<file path="src/rtl/serial_fa_ctrl.sv">
// Bit-serial W-bit adder: one full-adder cell reused over W cycles, LSB first.
// Define SERIAL_FA_SUB_EN to add a `sub` input that turns the operation into a - b.
module serial_fa_ctrl #(
    parameter int unsigned W  = 8,
    parameter int unsigned CW = 5
) (
    input  logic         clk,
    input  logic         rst,
    input  logic         start,
    input  logic [W-1:0] a,
    input  logic [W-1:0] b,
    input  logic         cin,
`ifdef SERIAL_FA_SUB_EN
    input  logic         sub,
`endif
    output logic         busy,
    output logic         done,
    output logic [W-1:0] sum,
    output logic         cout
);

    typedef enum logic [1:0] {StIdle, StRun, StDone} state_e;

    state_e        state_q, state_d;
    logic [W-1:0]  sa_q, sa_d;
    logic [W-1:0]  sb_q, sb_d;
    logic [W-1:0]  wsum_q, wsum_d;
    logic          c_q, c_d;
    logic [CW-1:0] cnt_q, cnt_d;
    logic [W-1:0]  sum_q, sum_d;
    logic          cout_q, cout_d;

    // Full adder from two half adders.
    logic ha1_s, ha1_c, ha2_c, fa_s, fa_c;
    always_comb begin
        ha1_s = sa_q[0] ^ sb_q[0];
        ha1_c = sa_q[0] & sb_q[0];
        fa_s  = ha1_s ^ c_q;
        ha2_c = ha1_s & c_q;
        fa_c  = ha1_c | ha2_c;
    end

    // Subtraction is a + ~b + 1; cout=1 then means no borrow.
    logic [W-1:0] b_ld;
    logic         c_ld;
`ifdef SERIAL_FA_SUB_EN
    always_comb begin
        b_ld = sub ? ~b : b;
        c_ld = sub ? 1'b1 : cin;
    end
`else
    always_comb begin
        b_ld = b;
        c_ld = cin;
    end
`endif

    always_comb begin
        state_d = state_q;
        sa_d    = sa_q;
        sb_d    = sb_q;
        wsum_d  = wsum_q;
        c_d     = c_q;
        cnt_d   = cnt_q;
        sum_d   = sum_q;
        cout_d  = cout_q;
        case (state_q)
            StIdle: begin
                if (start) begin
                    sa_d    = a;
                    sb_d    = b_ld;
                    c_d     = c_ld;
                    cnt_d   = '0;
                    wsum_d  = '0;
                    state_d = StRun;
                end
            end
            StRun: begin
                wsum_d = {fa_s, wsum_q[W-1:1]};
                sa_d   = sa_q >> 1;
                sb_d   = sb_q >> 1;
                c_d    = fa_c;
                cnt_d  = cnt_q + CW'(1);
                if (cnt_q == CW'(W - 1)) begin
                    state_d = StDone;
                    sum_d   = wsum_d;
                    cout_d  = fa_c;
                end
            end
            StDone:  state_d = StIdle;
            default: state_d = StIdle;
        endcase
    end

    always_ff @(posedge clk) begin
        if (rst) begin
            state_q <= StIdle;
            sa_q    <= '0;
            sb_q    <= '0;
            wsum_q  <= '0;
            c_q     <= 1'b0;
            cnt_q   <= '0;
            sum_q   <= '0;
            cout_q  <= 1'b0;
        end else begin
            state_q <= state_d;
            sa_q    <= sa_d;
            sb_q    <= sb_d;
            wsum_q  <= wsum_d;
            c_q     <= c_d;
            cnt_q   <= cnt_d;
            sum_q   <= sum_d;
            cout_q  <= cout_d;
        end
    end

    assign busy = (state_q != StIdle);
    assign done = (state_q == StDone);
    assign sum  = sum_q;
    assign cout = cout_q;

endmodule

</file>
<file path="config.mk">
export PLATFORM = sky130hd
export DESIGN_NAME = serial_fa_ctrl
export DESIGN_NICKNAME = d
export VERILOG_FILES = /design/src/rtl/serial_fa_ctrl.sv
export SDC_FILE = /design/constraint.sdc
export NUM_CORES = 1
export LEC_CHECK = 0
export ABC_AREA = 1
export BUFFER_PORTS_ARGS = -buffer_cell sky130_fd_sc_hd__clkbuf_2
export CAP_MARGIN = 25
export CORE_UTILIZATION = 49
export CTS_CLUSTER_DIAMETER = 50
export DETAILED_ROUTE_END_ITERATION = 12
export HOLD_SLACK_MARGIN = 0.06
export PLACE_DENSITY = 0.83
export SLEW_MARGIN = 30
export SYNTH_ARGS = -nofsm -noshare
export SYNTH_HDL_FRONTEND = slang
export SYNTH_SLANG_ARGS = --single-unit
</file>
<file path="constraint.sdc">
create_clock -name clk -period 1.2 [get_ports clk]
set_input_delay 0.12 -clock clk [delete_from_list [all_inputs] [get_ports clk]]
set_output_delay 0.12 -clock clk [all_outputs]
set_load 0.1 [all_outputs]
</file>
==> qor.csv, run 1 <==
stage;metric;value;unit
placement;routability cong.;0.779;
timing;Final Hold Vio Count;0;
power_and_ir_drop;Peak VDD IR;0.00113;V
critical_path;capture point of the worst reg-to-reg path;sa_q[5]$_SDFFE_PP0P_;
die;placeable core region;3420;sq um
global_routing;total track usage;22.1;%
clock_network;clock slew seen by the registers of the worst setup and hold paths;0.12;ns
critical_path;crit path from;state_q[0]$_SDFFE_PP0P_;
clock_network;number of buffers on the longest clock path;2;
timing;final critical path time including I/O delays and setup;1.44;ns
critical_path;r2r worst-path depth;8;
clock_network;number of buffers inserted during clock tree synthesis;5;
die;initial cell density of the core;52.6;%
timing;clk_skew;0.00781;ns
route;post-route DRC violation count;0;
final_layout;Final Util;75.8;%
timing;normalized max-slew margin;81.1;%
route;Vias;1903;
route;Post-Route WL;4970;um
route;Via density;5.23;
timing;setup tns final;-0.647;ns
route;drt wl/cell;13.6;um
timing;Final Setup Violations;14;
critical_path;type of the setup path with the least slack;reg2out;
critical_path;critical path capture point;busy;
critical_path;Setup crit end kind;output pin;
logic_synthesis;Seq cells post-synth;40;
final_layout;antenna cells;0;
logic_synthesis;Avg Cell Area, Syn;6.83;sq um
final_layout;Layout Cells excl Fill;364;
logic_synthesis;Post-Syn Instances;263;
logic_synthesis;Unique masters post-synth;18;
final_layout;final non-filler cell area;2590;sq um
critical_path;cell type of the slowest stage on the worst timing path;sky130_fd_sc_hd__dfxtp_2;
power_and_ir_drop;power density relative to cell area;1090;nW/um^2
critical_path;cell family with most CP delay;buffers and inverters;
logic_synthesis;Synth Net Count;285;
timing;post-route setup slack;-0.243;ns
critical_path;logic depth of the worst path, buffers included;5;
critical_path;highest cell delay on the worst timing path;0.34;ns
critical_path;cell breakdown of the critical path;buf_6, nor2_4, buf_12, clkinvlp_4, buf_12;
final_layout;top library cells by usage in the layout, fill and taps aside;sky130_fd_sc_hd__nand2_1, sky130_fd_sc_hd__nor2_1, sky130_fd_sc_hd__nand3_1;
placement;placement-stage cell area;2280;sq um
job;# Max-Cap Violations;0;
critical_path;Req. time, crit path;1.08;ns
route;Final ANT Viol Nets;0;
critical_path;peak fanout along the critical path;2;
global_routing;number of antenna violations at the first check in global routing;0;
logic_synthesis;Mapped Area;1800;sq um
route;iteration-0 DRC count of the detailed router;128;
timing;Final Slew Violations;0;
critical_path;signal arrival time at the worst endpoint;1.32;ns
timing;Fin Hold WS;0.0681;ns
global_routing;number of global-route vias before repair;1629;
critical_path;most used cell along the critical path;sky130_fd_sc_hd__buf_12;
final_layout;commonest non-fill, non-tap cell in the layout;sky130_fd_sc_hd__nand2_1;
timing;slew of the pin with the lowest slew margin;0.283;ns
run_status;status;complete, but fails checks;
timing;setup repair after global routing missed its margin;true;
timing;fmax;0.693;GHz
global_routing;global-route wire length before repair;6730;um
route;first-pass iteration count of the detailed router;5;
clock_network;source-to-sink clock delay at the later pin of the worst-skew pair;0.38;ns
placement;count of input and output buffers;30;
clock_network;number of clock sinks;40;
final_layout;Area growth, synth to finish;44.1;%
run_status;violated checks;setup timing;
die;standard-cell row count;21;
placement;dpl cells;343;
placement;HPWL Detailed;2670;um
hold_path;kind of path behind the tightest hold check;in2reg;
critical_path;nature of the critical path startpoint;flip-flop;
final_layout;fill count;221;
critical_path;worst r2r src;state_q[0]$_SDFFE_PP0P_;
timing;Period Utilization, post-route;120;%
die;Top-Level Pins;31;
die;chip width;62.6;um
logic_synthesis;Syn. warnings;0;
logic_synthesis;Seq/Total Area, Yosys;44.6;%
clock_network;number of H-tree levels;2;
final_layout;layout cell share with drive strength beyond 1;33.3;%
critical_path;CP bufs+invs;4;
power_and_ir_drop;leak pwr;1.18;nW
critical_path;reg2reg setup slack;-0.06;ns
final_layout;Final Net Count;339;
die;height of the die;62.6;um
clock_network;CTS root buffer;sky130_fd_sc_hd__clkbuf_4;
die;area of the die;3910;sq um
clock_network;clock tree from TritonCTS;built;
global_routing;pin count of the biggest net entering global routing;26;
global_routing;total congestion overflow;0;
power breakdown:
part | switching (mW) | leakage [nW] | total, mW | internal [mW]
logic | 0.275 | 0.804 | 0.506 | 0.231
registers | 0.0291 | 0.332 | 1.40 | 1.38
clock network | 0.486 | 0.0412 | 0.920 | 0.434
total | 0.790 | 1.18 | 2.83 | 2.04
cell families after synthesis:
logic type	share of synthesized area, %
compound gates	4.46
fa+ha+maj	1.81
buf+inv	10.4
flops	44.6
simple gates	38.7
repair_timing:
action | in CTS | in global routing
buffers inserted | 3 | 6
gates cloned | 0 | 2
hold endpoints to repair | 2 | 0
setup endpoints to repair | 11 | 40
pin swaps | 2 | 12
hold buffers | 2 | 0
gates resized for setup | 6 | 33
per-stage QoR:
step | total power [mW] | setup WS (ns)
global placement | 1.80 | 0.00415
detailed placement | 1.81 | -0.0555
global route | 2.92 | -0.273
finish | 2.83 | -0.243
floorplan | 1.67 | 0.00329
CTS | 2.71 | -0.243
worst reg2reg max path, stage by stage (launching register included):
cell	delay [ns]
sky130_fd_sc_hd__dfxtp_2	0.34
sky130_fd_sc_hd__buf_6	0.12
sky130_fd_sc_hd__nor2_4	0.13
sky130_fd_sc_hd__buf_12	0.12
sky130_fd_sc_hd__buf_4	0.14
sky130_fd_sc_hd__nand3_1	0.11
sky130_fd_sc_hd__nand2_1	0.10
sky130_fd_sc_hd__nor2_1	0.05
sky130_fd_sc_hd__nor2_1	0.09
worst min path at each step:
stage | from | endpoint | slack (ns) | cells after the start
finish | b[2] | sb_q[2]$_SDFFE_PP0P_ | 0.07 | 5
global route | b[3] | sb_q[3]$_SDFFE_PP0P_ | 0.1 | 5
CTS | a[4] | sa_q[4]$_SDFFE_PP0P_ | 0.08 | 5
detailed placement | b[7] | sb_q[7]$_SDFFE_PP0P_ | 0.37 | 3
global placement | b[7] | sb_q[7]$_SDFFE_PP0P_ | 0.36 | 3
floorplan | rst | cnt_q[1]$_SDFFE_PP0P_ | 0.19 | 1
state kept, by name, indices dropped and copies added (netlist names):
name / count
sa_q: 8
sb_q: 8
wsum_q: 7
c_q: 1
sum: 8
cnt_q: 5
state_q: 2
cout: 1
cell type report:
| type | count | area [sq um] | area share [%] |
|---|---|---|---|
| clock buffers | 5 | 37.5 | 1.45 |
| clock inverters | 3 | 42.5 | 1.64 |
| inverters | 29 | 113 | 4.35 |
| multi-input cells | 181 | 888 | 34.3 |
| flip-flops and latches | 40 | 820 | 31.7 |
| well taps | 46 | 57.6 | 2.22 |
| repair buffers | 60 | 631 | 24.4 |
Yosys cell counts:
cell type / instances / area [sq um]
sky130_fd_sc_hd__nand3_1: 32 / 160
sky130_fd_sc_hd__nand2_1: 77 / 289
sky130_fd_sc_hd__buf_6: 2 / 22.5
sky130_fd_sc_hd__nor2_2: 2 / 12.5
sky130_fd_sc_hd__a21oi_1: 13 / 65.1
sky130_fd_sc_hd__dfxtp_1: 40 / 801
sky130_fd_sc_hd__buf_2: 3 / 15.0
sky130_fd_sc_hd__buf_4: 3 / 22.5
sky130_fd_sc_hd__buf_1: 1 / 3.75
sky130_fd_sc_hd__inv_2: 1 / 3.75
sky130_fd_sc_hd__ha_1: 1 / 12.5
sky130_fd_sc_hd__inv_1: 28 / 105
sky130_fd_sc_hd__fa_1: 1 / 20.0
sky130_fd_sc_hd__clkbuf_1: 4 / 15.0
sky130_fd_sc_hd__nand4_1: 10 / 62.6
sky130_fd_sc_hd__nand3_4: 1 / 17.5
sky130_fd_sc_hd__nor2_1: 41 / 154
sky130_fd_sc_hd__o21ai_0: 3 / 15.0
per-layer routing:
metal,vias to the layer above,part of all wire [%],GRT usage [%]
met3,17,4.0,6.02
met5,-,0,0
li1,934,-,-
met4,0,3.5,8.72
met2,57,53,40.1
met1,895,40,24.1
Power figures use the tool's default switching activity.
==> run 2, diff against run 1 <==
--- a/config.mk
+++ b/config.mk
@@ -17,3 +17,4 @@
 export SYNTH_ARGS = -nofsm -noshare
 export SYNTH_HDL_FRONTEND = slang
 export SYNTH_SLANG_ARGS = --single-unit
+export TNS_END_PERCENT = 10
==> run 2 against run 1 <==
The run still ends with setup timing left; fmax up 4.0%; non-clock buffer count shrank 6; power shrank 3.7%; final area is 4.4% lower; via count shrank 4.9%; hold slack improved by 0.0075 ns; die area did not move; sequential power is essentially flat; register-to-register slack about the same; largest power group unchanged.
==> qor.csv, run 2 (synthesis results as in run 1) <==
stage;metric;value;unit;change
run_status;status;complete, but fails checks;;
run_status;violated checks;setup timing;;
final_layout;antenna cells;0;;unchanged
placement;routability cong.;0.817;;+4.8%
global_routing;pin count of the biggest net entering global routing;26;;unchanged
critical_path;nature of the critical path startpoint;flip-flop;;
timing;Final Slew Violations;0;;unchanged
final_layout;final non-filler cell area;2480;sq um;-4.4%
final_layout;area taken by flip-flops and latches;812;sq um;-0.92%
timing;setup repair after global routing missed its margin;true;;
power_and_ir_drop;Peak VDD IR;0.000642;V;-43%
timing;clk_skew;0.0119;ns;+0.00409 ns
clock_network;number of buffers inserted during clock tree synthesis;5;;unchanged
final_layout;layout cell share with drive strength beyond 1;26.8;%;-6.5 points
critical_path;r2r worst-path depth;8;;unchanged
clock_network;number of buffers on the longest clock path;2;;unchanged
timing;Period Utilization, post-route;116;%;-4.6 points
placement;placement-stage cell area;2270;sq um;-0.60%
critical_path;Setup crit end kind;output pin;;
clock_network;number of clock sinks;40;;unchanged
timing;Fin Hold WS;0.0756;ns;+0.00747 ns
timing;normalized max-slew margin;76.6;%;-4.6 points
placement;count of input and output buffers;30;;unchanged
route;Post-Route WL;4500;um;-9.3%
timing;final critical path time including I/O delays and setup;1.39;ns;-0.0549 ns
placement;HPWL Detailed;2760;um;+3.5%
global_routing;number of global-route vias before repair;1667;;+2.3%
die;initial cell density of the core;52.6;%;unchanged
final_layout;Multi-input gate area;872;sq um;-1.8%
timing;slew of the pin with the lowest slew margin;0.351;ns;+0.0684 ns
clock_network;clock slew seen by the registers of the worst setup and hold paths;0.11;ns;about the same
final_layout;commonest non-fill, non-tap cell in the layout;sky130_fd_sc_hd__nand2_1;;
clock_network;source-to-sink clock delay at the later pin of the worst-skew pair;0.37;ns;about the same
power_and_ir_drop;leak pwr;1.13;nW;-3.7%
global_routing;total congestion overflow;0;;unchanged
route;drt wl/cell;12.5;um;-8.1%
die;placeable core region;3420;sq um;unchanged
die;Top-Level Pins;31;;unchanged
final_layout;fill count;247;;+12%
timing;Final Setup Violations;9;;-5
route;iteration-0 DRC count of the detailed router;120;;-6.3%
die;height of the die;62.6;um;unchanged
global_routing;number of antenna violations at the first check in global routing;0;;unchanged
final_layout;top library cells by usage in the layout, fill and taps aside;sky130_fd_sc_hd__nand2_1, sky130_fd_sc_hd__nor2_1, sky130_fd_sc_hd__dfxtp_1;;
die;area of the die;3910;sq um;unchanged
hold_path;Worst Hold Path Cells;5;;unchanged
clock_network;clock tree from TritonCTS;built;;
die;chip width;62.6;um;unchanged
timing;fmax;0.720;GHz;+4.0%
route;post-route DRC violation count;0;;unchanged
critical_path;Req. time, crit path;1.08;ns;about the same
route;Vias;1810;;-4.9%
power_and_ir_drop;power density relative to cell area;1100;nW/um^2;+0.64%
clock_network;number of H-tree levels;2;;unchanged
global_routing;global-route wire length before repair;7400;um;+9.8%
power_and_ir_drop;overall power consumption;2.72;mW;-3.7%
clock_network;CTS root buffer;sky130_fd_sc_hd__clkbuf_4;;
route;Via density;5.04;;-3.6%
route;first-pass iteration count of the detailed router;5;;unchanged
final_layout;Final Net Count;334;;-1.5%
route;Final ANT Viol Nets;0;;unchanged
timing;Final Hold Vio Count;0;;unchanged
hold_path;kind of path behind the tightest hold check;in2reg;;
critical_path;peak fanout along the critical path;5;;+3
global_routing;total track usage;24.2;%;+2.1 points
critical_path;signal arrival time at the worst endpoint;1.27;ns;-0.05 ns
timing;post-route setup slack;-0.188;ns;+0.0549 ns
job;# Max-Cap Violations;0;;unchanged
final_layout;Area growth, synth to finish;37.8;%;
die;standard-cell row count;21;;unchanged
critical_path;type of the setup path with the least slack;reg2out;;
[run 2: cell count changes in the layout (fill, tap and decap cells not counted), sizes merged]
cell / previous run / this run
clkbuf: 25 / 24
nand3: 33 / 34
buf: 38 / 33
[run 2: final timing paths]
kind / start / endpoint / slack, ns
setup reg to reg: state_q[1]$_SDFFE_PP0P_ / sa_q[6]$_SDFFE_PP0P_ / -0.05
setup / recovery: state_q[0]$_SDFFE_PP0P_ / busy / -0.19
hold reg to reg: wsum_q[1]$_SDFFE_PP0P_ / wsum_q[1]$_SDFFE_PP0P_ / 0.48
hold / removal: a[4] / sa_q[4]$_SDFFE_PP0P_ / 0.08
[run 2: repair_timing]
action,in CTS,in global routing
gates cloned,0,1
buffers inserted,3,0
endpoints found under the hold margin,2,0
pin swaps,4,5
hold buffers,2,0
resized for setup,10,19
setup endpoints to repair,20,38
[run 2: area by class of cell]
cell class                      count  share of cell area [%]
Sequential cell                    40                    32.8
Multi-Input combinational cell    182                    35.2
Inverter                           29                    4.75
Timing Repair Buffer               54                    21.7
Clock inverter                      3                    1.72
Tap cell                           46                    2.32
Clock buffer                        5                    1.52
[run 2: layer usage]
metal	wire length (um)	GRT usage (%)	part of all wire (%)	up-vias
li1	-	-	-	926
met3	305	7.12	6.8	7
met1	1880	28.8	42	811
met4	56	8.14	1.2	0
met2	2260	41.4	50	66
met5	0	0	0	-
[run 2: report_power, final]
part | internal (mW) | switching, mW | total (mW)
Sequential | 1.37 | 0.0292 | 1.40
Clock | 0.434 | 0.458 | 0.892
Combinational | 0.187 | 0.244 | 0.431
Total | 1.99 | 0.731 | 2.72
[run 2: worst max-delay path, cell delays in order (launching register included)]
cell and delay, ns:
sky130_fd_sc_hd__dfxtp_4 0.40, sky130_fd_sc_hd__nor2_4 0.14, sky130_fd_sc_hd__buf_12 0.12, sky130_fd_sc_hd__clkinvlp_4 0.08
sky130_fd_sc_hd__buf_12 0.17
[run 2: per-stage QoR]
stage,TNS [ns],cells,util [%],setup WS [ns]
final,-0.559,359,72.5,-0.188
after global routing,-1.79,359,72.5,-0.252
after CTS,-0.305,358,70.8,-0.167
after detailed placement,-0.322,345,66.4,-0.0528
after global placement,0,345,66.4,0.0392
after floorplan,-0.312,263,-,-0.109
==> run 3, diff against run 2 <==
--- a/config.mk
+++ b/config.mk
@@ -6,7 +6,7 @@
 export NUM_CORES = 1
 export LEC_CHECK = 0
 export ABC_AREA = 1
-export BUFFER_PORTS_ARGS = -buffer_cell sky130_fd_sc_hd__clkbuf_2
+export BUFFER_PORTS_ARGS = -buffer_cell sky130_fd_sc_hd__buf_4
 export CAP_MARGIN = 25
 export CORE_UTILIZATION = 49
 export CTS_CLUSTER_DIAMETER = 50
==> run 3 against run 2 <==
The flow still finishes with violations (setup timing); highest routed layer unchanged; non-clock buffer count rose by 2; combinational power is essentially flat; critical path depth did not move.
==> qor.csv, run 3 (synthesis results as in run 1) <==
stage;metric;value;unit;change
run_status;status;complete, but fails checks;;
run_status;violated checks;setup timing;;
timing;setup repair after global routing missed its margin;true;;
final_layout;commonest non-fill, non-tap cell in the layout;sky130_fd_sc_hd__nand2_1;;
critical_path;type of the setup path with the least slack;reg2out;;
die;standard-cell row count;21;;unchanged
placement;worst-case setup slack after placement;-0.0483;ns;+0.00449 ns
global_routing;total track usage;22.0;%;-2.3 points
route;Via density;5.01;;-0.72%
timing;fmax;0.746;GHz;+3.5%
critical_path;nature of the critical path startpoint;flip-flop;;
critical_path;logic depth of the worst path, buffers included;4;;unchanged
die;initial cell density of the core;52.6;%;unchanged
clock_network;number of clock sinks;40;;unchanged
clock_network;clock tree from TritonCTS;built;;
final_layout;area taken by flip-flops and latches;813;sq um;+0.15%
clock_network;number of buffers on the longest clock path;2;;unchanged
placement;placement-stage cell area;2160;sq um;-4.7%
critical_path;Req. time, crit path;1.08;ns;about the same
power_and_ir_drop;clock group share of total power;35.1;%;+2.3 points
final_layout;layout cell share with drive strength beyond 1;25.7;%;-1.1 points
final_layout;Final Net Count;336;;+0.60%
critical_path;peak fanout along the critical path;4;;-1
power_and_ir_drop;relative contribution of sequential cells to total power;49.6;%;-1.8 points
timing;Period Utilization, post-route;112;%;-3.9 points
route;post-route DRC violation count;0;;unchanged
critical_path;worst r2r src;state_q[0]$_SDFFE_PP0P_;;
clock_network;CTS root buffer;sky130_fd_sc_hd__clkbuf_4;;
power_and_ir_drop;power density relative to cell area;1170;nW/um^2;+6.4%
clock_network;source-to-sink clock delay at the later pin of the worst-skew pair;0.35;ns;-0.02 ns
critical_path;signal arrival time at the worst endpoint;1.22;ns;-0.05 ns
global_routing;pin count of the biggest net entering global routing;26;;unchanged
placement;count of input and output buffers;30;;unchanged
die;placeable core region;3420;sq um;unchanged
critical_path;reg2reg setup slack;-0.03;ns;+0.02 ns
final_layout;Multi-input gate area;865;sq um;-0.86%
route;first-pass iteration count of the detailed router;4;;-1
critical_path;CP bufs+invs;3;;unchanged
critical_path;capture point of the worst reg-to-reg path;sa_q[5]$_SDFFE_PP0P_;;
timing;Fin Hold WS;0.0825;ns;+0.00691 ns
die;Top-Level Pins;31;;unchanged
power_and_ir_drop;leak pwr;1.13;nW;-0.39%
final_layout;final non-filler cell area;2420;sq um;-2.4%
critical_path;cell family with most CP delay;flip-flops;;
critical_path;cell type of the slowest stage on the worst timing path;sky130_fd_sc_hd__dfxtp_4;;
power_and_ir_drop;internal power of the cells;2.12;mW;+6.4%
die;chip width;62.6;um;unchanged
global_routing;total congestion overflow;0;;unchanged
critical_path;highest cell delay on the worst timing path;0.38;ns;-0.02 ns
global_routing;number of global-route vias before repair;1579;;-5.3%
timing;Final Slew Violations;0;;unchanged
final_layout;Area growth, synth to finish;34.5;%;
placement;dpl cells;346;;+0.29%
placement;routability cong.;0.794;;-2.7%
final_layout;antenna cells;0;;unchanged
route;iteration-0 DRC count of the detailed router;114;;-5.0%
critical_path;critical path capture point;busy;;
critical_path;r2r worst-path depth;7;;-1
clock_network;number of H-tree levels;2;;unchanged
job;# Max-Cap Violations;0;;unchanged
placement;HPWL Detailed;2730;um;-1.0%
die;area of the die;3910;sq um;unchanged
timing;clk_skew;0.00654;ns;-0.00535 ns
global_routing;global-route wire length before repair;6770;um;-8.5%
timing;Final Setup Violations;4;;-5
die;height of the die;62.6;um;unchanged
route;drt wl/cell;11.8;um;-6.2%
critical_path;cell breakdown of the critical path;nor2_4, buf_6, clkinvlp_4, buf_12;;
critical_path;crit path from;state_q[0]$_SDFFE_PP0P_;;
route;Vias;1807;;-0.17%
power_and_ir_drop;switching share of power;25.0;%;-1.9 points
global_routing;number of antenna violations at the first check in global routing;0;;unchanged
power_and_ir_drop;net switching component of the power;706;uW;-3.4%
timing;normalized max-slew margin;81.0;%;+4.4 points
final_layout;Layout Cells excl Fill;361;;+0.56%
timing;Final Hold Vio Count;0;;unchanged
power_and_ir_drop;Combinational Power Share;15.4;%;-0.4 points
clock_network;number of buffers inserted during clock tree synthesis;5;;unchanged
hold_path;kind of path behind the tightest hold check;in2reg;;
final_layout;top library cells by usage in the layout, fill and taps aside;sky130_fd_sc_hd__nand2_1, sky130_fd_sc_hd__buf_4, sky130_fd_sc_hd__nor2_1;;
route;Final ANT Viol Nets;0;;unchanged
power_and_ir_drop;Peak VDD IR;0.000859;V;+34%
route;Post-Route WL;4250;um;-5.6%
timing;final critical path time including I/O delays and setup;1.34;ns;-0.0474 ns
clock_network;clock slew seen by the registers of the worst setup and hold paths;0.12;ns;about the same
timing;post-route setup slack;-0.141;ns;+0.0474 ns
final_layout;fill count;279;;+13%
timing;slew of the pin with the lowest slew margin;0.288;ns;-0.0634 ns
critical_path;Setup crit end kind;output pin;;
-- run 3: cell count changes in the layout (fill, tap and decap cells not counted), sizes merged --
cell and delta:
clkinvlp -1, buf +21, clkinv -1, clkbuf -17
-- run 3: worst reg2reg max path, cell delays in order (launching register included) --
cell and delay (ns):
sky130_fd_sc_hd__dfxtp_4 0.39, sky130_fd_sc_hd__inv_1 0.07, sky130_fd_sc_hd__nor2_4 0.20, sky130_fd_sc_hd__buf_4 0.21
sky130_fd_sc_hd__nand2_1 0.09, sky130_fd_sc_hd__nand2_1 0.09, sky130_fd_sc_hd__nor2_1 0.05, sky130_fd_sc_hd__nor2_1 0.09
-- run 3: worst min-delay path by stage --
stage                     from                    end  cells after the start
after global routing      b[0]   sb_q[0]$_SDFFE_PP0P_                      5
after global placement    a[7]   sa_q[7]$_SDFFE_PP0P_                      3
after detailed placement  a[7]   sa_q[7]$_SDFFE_PP0P_                      3
after CTS                 a[4]   sa_q[4]$_SDFFE_PP0P_                      5
final                     a[0]   sa_q[0]$_SDFFE_PP0P_                      5
after floorplan            rst  cnt_q[1]$_SDFFE_PP0P_                      1
-- run 3: power by group through the flow --
stage / clock, mW / sequential [mW] / combinational (mW)
floorplan: 0 / 1.43 / 0.237
global placement: 0 / 1.43 / 0.364
detailed placement: 0 / 1.43 / 0.372
CTS: 1.01 / 1.40 / 0.401
global route: 1.06 / 1.41 / 0.479
finish: 0.992 / 1.40 / 0.434
-- run 3: through the flow --
stage                     utilization, %  setup TNS [ns]  power, mW
after floorplan                        -          -0.312       1.66
after global placement              63.3               0       1.79
after detailed placement            63.3         -0.0683       1.80
after CTS                           68.5          -0.253       2.81
after global routing                70.7           -1.31       2.95
final                               70.7          -0.244       2.83
-- run 3: layout make-up --
type	instances	share of cell area [%]
multi-input cells	182	35.8
repair buffers	56	19.6
clock buffers	7	2.69
inverters	29	4.66
well taps	46	2.38
clock inverters	1	1.24
flip-flops and latches	40	33.7
-- run 3: layer usage --
layer / track usage, % / routed length, um
met5: 0 / 0
met4: 9.59 / 115
met3: 6.57 / 198
met2: 35.5 / 2030
met1: 26.9 / 1910
-- run 3: timing repair --
item,in CTS,in global routing
pin swaps,2,5
setup buffers,2,2
endpoints found under the hold margin,2,0
setup endpoints to repair,15,38
gates cloned,0,1
hold buffers,2,0
resized for setup,15,16
